--- src/rtl/hazard_forward_ctrl.sv ---
// Hazard and forwarding controller at the ID/EX boundary.
// Drives EX forwarding selects, load-use and mul/div stalls, and a stall counter.
module hazard_forward_ctrl #(
  parameter int AW     = 5,
  parameter int NSRC   = 2,
  parameter int MD_LAT = 4,
  parameter int CW     = 16
) (
  input  logic              CLK,
  input  logic              RST,
  input  logic [NSRC*AW-1:0] ARS_EX,
  input  logic [NSRC*AW-1:0] ARS_ID,
  input  logic [NSRC-1:0]   USE_ID,
  input  logic              MD_ID,
  input  logic [AW-1:0]     ARD_EX,
  input  logic              REGWRITE_EX,
  input  logic              MEMREAD_EX,
  input  logic [AW-1:0]     ARD_EX_MEM,
  input  logic              REGWRITE_EX_MEM,
  input  logic [AW-1:0]     ARD_MEM_WB,
  input  logic              REGWRITE_MEM_WB,
  input  logic              MD_START,
  output logic [NSRC*2-1:0] FORWARD,
  output logic              STALL,
  output logic              BUBBLE,
  output logic              MD_BUSY,
  output logic              MD_WB,
  output logic [AW-1:0]     MD_RD,
  output logic [CW-1:0]     STALL_CNT
);

  localparam int CNTW = (MD_LAT > 2) ? $clog2(MD_LAT - 1) : 1;

  typedef enum logic [1:0] {
    S_IDLE,
    S_BUSY,
    S_DONE
  } md_state_e;

  md_state_e       state_q, state_d;
  logic [CNTW-1:0] cnt_q, cnt_d;
  logic [AW-1:0]   md_rd_q, md_rd_d;
  logic [CW-1:0]   stall_cnt_q, stall_cnt_d;

  logic [NSRC*2-1:0] fwd;
  logic              ld_use;
  logic              md_haz;
  logic              stall;

  always_comb begin
    fwd = '0;
    for (int i = 0; i < NSRC; i++) begin
      if (REGWRITE_EX_MEM && ARD_EX_MEM != '0 &&
          ARD_EX_MEM == ARS_EX[i*AW +: AW]) begin
        fwd[i*2 +: 2] = 2'b10;
      end else if (REGWRITE_MEM_WB && ARD_MEM_WB != '0 &&
                   ARD_MEM_WB == ARS_EX[i*AW +: AW]) begin
        fwd[i*2 +: 2] = 2'b01;
      end
    end
  end

  always_comb begin
    ld_use = 1'b0;
    md_haz = 1'b0;
    for (int i = 0; i < NSRC; i++) begin
      if (USE_ID[i] && ARS_ID[i*AW +: AW] == ARD_EX)
        ld_use = 1'b1;
      if (USE_ID[i] && md_rd_q != '0 && ARS_ID[i*AW +: AW] == md_rd_q)
        md_haz = 1'b1;
    end
    ld_use = ld_use && MEMREAD_EX && REGWRITE_EX && ARD_EX != '0;
    md_haz = (state_q != S_IDLE) && (md_haz || MD_ID);
    stall  = ld_use || md_haz;
  end

  // A start seen outside IDLE is dropped; the unit is single-issue.
  always_comb begin
    state_d = state_q;
    cnt_d   = cnt_q;
    md_rd_d = md_rd_q;
    unique case (state_q)
      S_IDLE: begin
        if (MD_START) begin
          state_d = S_BUSY;
          cnt_d   = CNTW'(MD_LAT - 2);
          md_rd_d = ARD_EX;
        end
      end
      S_BUSY: begin
        if (cnt_q == '0) state_d = S_DONE;
        else             cnt_d   = cnt_q - 1'b1;
      end
      S_DONE:  state_d = S_IDLE;
      default: state_d = S_IDLE;
    endcase
  end

  always_comb begin
    stall_cnt_d = stall_cnt_q;
    if (stall && stall_cnt_q != '1)
      stall_cnt_d = stall_cnt_q + 1'b1;
  end

  always_ff @(posedge CLK or posedge RST) begin
    if (RST) begin
      state_q     <= S_IDLE;
      cnt_q       <= '0;
      md_rd_q     <= '0;
      stall_cnt_q <= '0;
    end else begin
      state_q     <= state_d;
      cnt_q       <= cnt_d;
      md_rd_q     <= md_rd_d;
      stall_cnt_q <= stall_cnt_d;
    end
  end

  assign FORWARD   = fwd;
  assign STALL     = stall;
  assign BUBBLE    = stall;
  assign MD_BUSY   = (state_q != S_IDLE);
  assign MD_WB     = (state_q == S_DONE);
  assign MD_RD     = md_rd_q;
  assign STALL_CNT = stall_cnt_q;

endmodule

--- config.mk ---
export PLATFORM = sky130hd
export DESIGN_NAME = hazard_forward_ctrl
export DESIGN_NICKNAME = d
export VERILOG_FILES = /design/src/rtl/hazard_forward_ctrl.sv
export SDC_FILE = /design/constraint.sdc
export NUM_CORES = 1
export LEC_CHECK = 0
export CAP_MARGIN = 20
export CORE_ASPECT_RATIO = 0.9
export CORE_MARGIN = 10
export CORE_UTILIZATION = 48
export CTS_BUF_LIST = sky130_fd_sc_hd__clkbuf_2 sky130_fd_sc_hd__clkbuf_4 sky130_fd_sc_hd__clkbuf_8
export CTS_CLUSTER_DIAMETER = 40
export DETAILED_ROUTE_END_ITERATION = 7
export GPL_TIMING_DRIVEN = 1
export PLACE_DENSITY = 0.95
export SLEW_MARGIN = 20
export SYNTH_ARGS = -nofsm -noshare
export SYNTH_HDL_FRONTEND = slang
export SYNTH_SLANG_ARGS = --single-unit
--- constraint.sdc ---
create_clock -name CLK -period 6.6 [get_ports CLK]
set_input_delay 1.98 -clock CLK [delete_from_list [all_inputs] [get_ports CLK]]
set_output_delay 1.98 -clock CLK [all_outputs]
set_load 0.01 [all_outputs]
Word level (Yosys, flattened, before mapping)
Cells that the tools add are included.
- bits in registers: 25
- bits in latches: 0
- bits in writable memories: 0
- ROM bits: 0
- input port bits: 45
- output and inout port bits: 29
- word-level logic and storage cells: 64
- memories: 0
- add/sub/neg operators: 2
- multiply operators: 0
- div/mod/pow operators: 0
- order comparisons: 0
- equality and inequality tests: 14
- shift-type cells: 0
- mux-type cells: 14
- bitwise logic cells: 0
- reduce and logical (&&, ||, !) cells: 30
- operators by type and width (kind ; count):
    $eq A5 B5 Y1 ; 8
    $reduce_bool A5 Y1 ; 4
    $logic_and A1 B1 Y1 ; 17
    $add A16 B1 Y16 const B ; 1
    $ne A16 B16 Y1 const B ; 1
    $mux W2 ; 6
    $pmux W2 S2 ; 2
    $mux W1 ; 6
    $ne A2 B2 Y1 const B ; 3
    $logic_not A2 Y1 ; 2
    $reduce_and A2 Y1 ; 2
    $reduce_bool A2 Y1 ; 2
    $reduce_and A3 Y1 ; 1
    $eq A2 B1 Y1 const B ; 1
    $eq A2 B2 Y1 const B ; 1
    $logic_or A1 B1 Y1 ; 2
    $sub A2 B1 Y2 const B ; 1

Logic depth before layout (Yosys ltp)
- word-level depth: 9
- mapped depth: 7
- depth with buffers taken out: 7

Worst setup path after synthesis
No wires, ideal clock.
- path kind: input to output
- from: input ARD_EX[1]
- to: output STALL
- arrival time: 3.379 ns
- data required time: 4.620 ns
- setup slack: 1.241 ns
- stages: 5
- path buffers: 2
- cells stage by stage: or4_1 > o2111ai_1 > buf_2 > nand2_1 > buf_4
- word-level cells in the longest chain between the ends: 8
- elaborated cells on any way between the ends: 11
- those cells by class: eq/ne (2); mux (2); reduce/logical (7)
- ends and longest elaborated chain (element ; RTL line ; source):
    start, declared ; 15 ; input logic [AW-1:0] ARD_EX,
    $eq A5 B5 Y1 ; 67 ; if (USE_ID[i] && ARS_ID[i*AW +: AW] == ARD_EX)
    $logic_and A1 B1 Y1 ; 67 ;
    $mux W1 (2 in series) ; 67 ;
    $logic_and A1 B1 Y1 (2 in series) ; 72 ; ld_use = ld_use && MEMREAD_EX && REGWRITE_EX && ARD_EX != '0;
    $logic_and A1 B1 Y1 * ; 72 ;
    $logic_or A1 B1 Y1 * ; 74 ; stall = ld_use || md_haz;
    end, declared ; 24 ; output logic STALL,
Mark *: on every way between the ends. The rest lies on a longest branch, timed or not.

Worst setup path after layout
- from: input ARD_EX_MEM[1]
- to: output FORWARD[2]
- word-level cells in the longest chain between the ends: 4
- elaborated cells on any way between the ends: 5
- those cells by class: eq/ne (1); mux (1); reduce/logical (3)
- ends and longest elaborated chain (element ; RTL line ; source):
    start, declared ; 18 ; input logic [AW-1:0] ARD_EX_MEM,
    $reduce_bool A5 Y1 ; 53 ; if (REGWRITE_EX_MEM && ARD_EX_MEM != '0 &&
    $logic_and A1 B1 Y1 ; 53 ;
    $logic_and A1 B1 Y1 * ; 53 ;
    $mux W2 * ; 53 ;
    end, declared ; 23 ; output logic [NSRC*2-1:0] FORWARD,
Marks and branches as above.

==> impl_metrics.tcl <==
set metrics [dict create \
    worstSetupEndpointType "output port" \
    rsz0062_at_grt "no" \
    max_freq_mhz 160 \
    power_frac_seq_pct 38.1 \
    drc 0 \
    status "finished clean" \
    cts_root_buf "clkbuf_8" \
    clkPwrFrac_pct 12.9 \
    multi_input_area_mm2 0.00109 \
    cts_buffers 3 \
    rows 20 \
    synthTopCellsByArea "dfrtp_1 35%, xnor2_1 13%, xor2_1 12%" \
    drive_above_1_share_pct 7.87 \
    dp_hpwl_um 4640 \
    cts_buffer_depth 2 \
    die_area_mm2 0.00654 \
    netlist.area_leader.share_pct 35.2 \
    slew_violations 0 \
    die-width_um 84.2 \
    drv_cap 0 \
    tightest_slew_ns 0.916 \
    start_util_pct 51.1 \
    ir_drop_mv 0.224 \
    synth-main-ff-cell "dfrtp_1" \
    power.density_mw_per_mm2 271 \
    clkLatencyLatePin_ns 0.27 \
    ys_ff_latch 25 \
    postRouteAntennaNets 0 \
    cts_tree "built" \
    cts_resized 0 \
    vias_per_cell 5.55 \
    placedInstanceArea_mm2 0.00254 \
    power_w 0.000703 \
    cts_hold_buf 0 \
    synthTopCellsByCount "27 x xnor2_1, 25 x dfrtp_1, 25 x xor2_1" \
    drtIter0Drc 125 \
    layout.cells.non_filler 298 \
    port_buffers 73 \
    place.gp.congestion 0.878 \
    ys_warn_count 0 \
    fin_util_pct 74.5 \
    register_area_um2 626 \
    nNetsFinal 302 \
    h-tree-depth 1 \
    r2r-start "MD_RD[1]" \
    grt_pass1_vias 1752 \
    area_growth_pct 45.7 \
    drt-wirelength-per-cell_um 18.8 \
    clk_pin_slew_ns 0.08 \
    avgSynthCellArea_um2 9.88 \
    internal_power_w 0.000434 \
    antenna_found_initial 0 \
    grt_pass1_wl_um 9200 \
    leakage_nw 1.02 \
    overflow 0 \
    worstHoldStart "STALL_CNT[3]" \
    fin_crit_ns 6.26 \
    synth-edff-count 0 \
    num_vias 1653 \
    cts_sinks 25 \
    fill_cells 250 \
    ios 74 \
    cp-start-kind "primary input" \
    yosysSeqAreaShare_pct 35.2 \
    die_y_um 77.7 \
    cp_max_fo 3 \
    p_sw_w 0.000269 \
    relSlewSlack_pct 38.9 \
    placed_cells_incl_taps 294 \
    fin_skew_ns 0.00376 \
    synth_nets 227 \
    coreArea_mm2 0.00348 \
    final_area_mm2 0.00259 \
    critPathKind "in -> out" \
    yosysMostFrequentCell "xnor2_1" \
    synth_cell_types 35 \
    min_path_type "reg -> reg" \
    finalWirelength_um 5600 \
    synth_top_area_cell "dfrtp_1" \
    synth_area_mm2 0.00178 \
    cp.arrival_ns 4.28 \
    grt_max_degree 26 \
    startpoint "ARD_EX_MEM[1]" \
    syn_inst 180 \
    p_sw_share_pct 38.2 \
    setup_tns_ns 0 \
    crit_required_ns 4.62 \
    comb_power_share_pct 49.0 \
    num_antenna_cells 0 \
    drt_pass1_iterations 4 \
    min_period_over_period_pct 94.9 \
    timing.final.hold_violations 0 \
    grt_use_total_pct 16.8 \
    post-cts-setup-buffers 0 \
    synthArstFlopShare_pct 100 \
    setup_viol 0 \
]
-- kinds of logic after synthesis --
kind of cell	Yosys count	synth area share [%]
compound gates	25	10.8
xor+xnor	52	25.6
fa+ha+maj	2	1.41
buf+inv	12	3.24
flops	25	35.2
mux	10	6.47
simple gates	54	17.3
-- worst max-delay path, stage by stage --
cell and delay [ns]:
clkdlybuf4s50_1 0.48, or4_1 0.54, o21ai_0 0.23, nor4_1 0.12, nor4_1 0.33, clkdlybuf4s50_1 0.60
-- stage by stage --
stage	hold WS [ns]	setup WS, ns
3_3_place_gp	0.482	0.478
3_5_place_dp	0.491	0.325
4_1_cts	0.511	0.323
6_report	0.503	0.339
5_1_grt	0.533	0.227
2_1_floorplan	0.466	1.24
-- flip-flops by register name, indices dropped and copies added (netlist names) --
name and flops:
MD_RD 5, STALL_CNT 16, cnt_q 2, state_q 2
-- power by group through the flow --
stage | Combinational (W) | Sequential, W | Clock, W
2_1_floorplan | 0.000178 | 0.000269 | 0
3_5_place_dp | 0.000345 | 0.000269 | 0
4_1_cts | 0.000348 | 0.000267 | 0.0000916
5_1_grt | 0.000377 | 0.000276 | 0.000100
3_3_place_gp | 0.000332 | 0.000265 | 0
6_report | 0.000345 | 0.000268 | 0.0000905
-- cells in the final DEF (no fill, tap or decap), drive strengths merged, types with 6 or more instances in the layout --
cell type	count
clkdlybuf4s50	73
xnor2	27
nor2	6
xor2	25
nand2	12
nand3	8
nand4	7
inv	8
a211oi	9
mux2	9
dfrtp	25
or4	6
-- path summary, 6_finish.rpt --
| kind | end | slack (ns) | cells past startpoint |
|---|---|---|---|
| worst max-delay path | FORWARD[2] | 0.34 | 6 |
| worst min-delay path | STALL_CNT[3] | 0.50 | 1 |
| worst max register to register | STALL_CNT[14] | 4.09 | 6 |
| worst min register to register | STALL_CNT[3] | 0.50 | 1 |
| max in group asynchronous | STALL_CNT[0] | 3.83 | 2 |
| min in group asynchronous | cnt_q[0] | 2.21 | 2 |
-- cell type report --
type,count,share of cell area [%]
Clock buffer,3,1.59
Clock inverter,1,0.193
Inverter,8,1.16
Multi-Input combinational cell,143,42.3
Sequential cell,25,24.2
Tap cell,44,2.13
Timing Repair Buffer,74,28.5
-- layer usage --
layer | track usage, % | wire length [µm]
met5 | 0 | 0
met2 | 30.4 | 2950
met4 | 2.34 | 45
met1 | 19.3 | 2200
met3 | 4.91 | 412
Note: power is estimated with default switching activity, not from simulation.
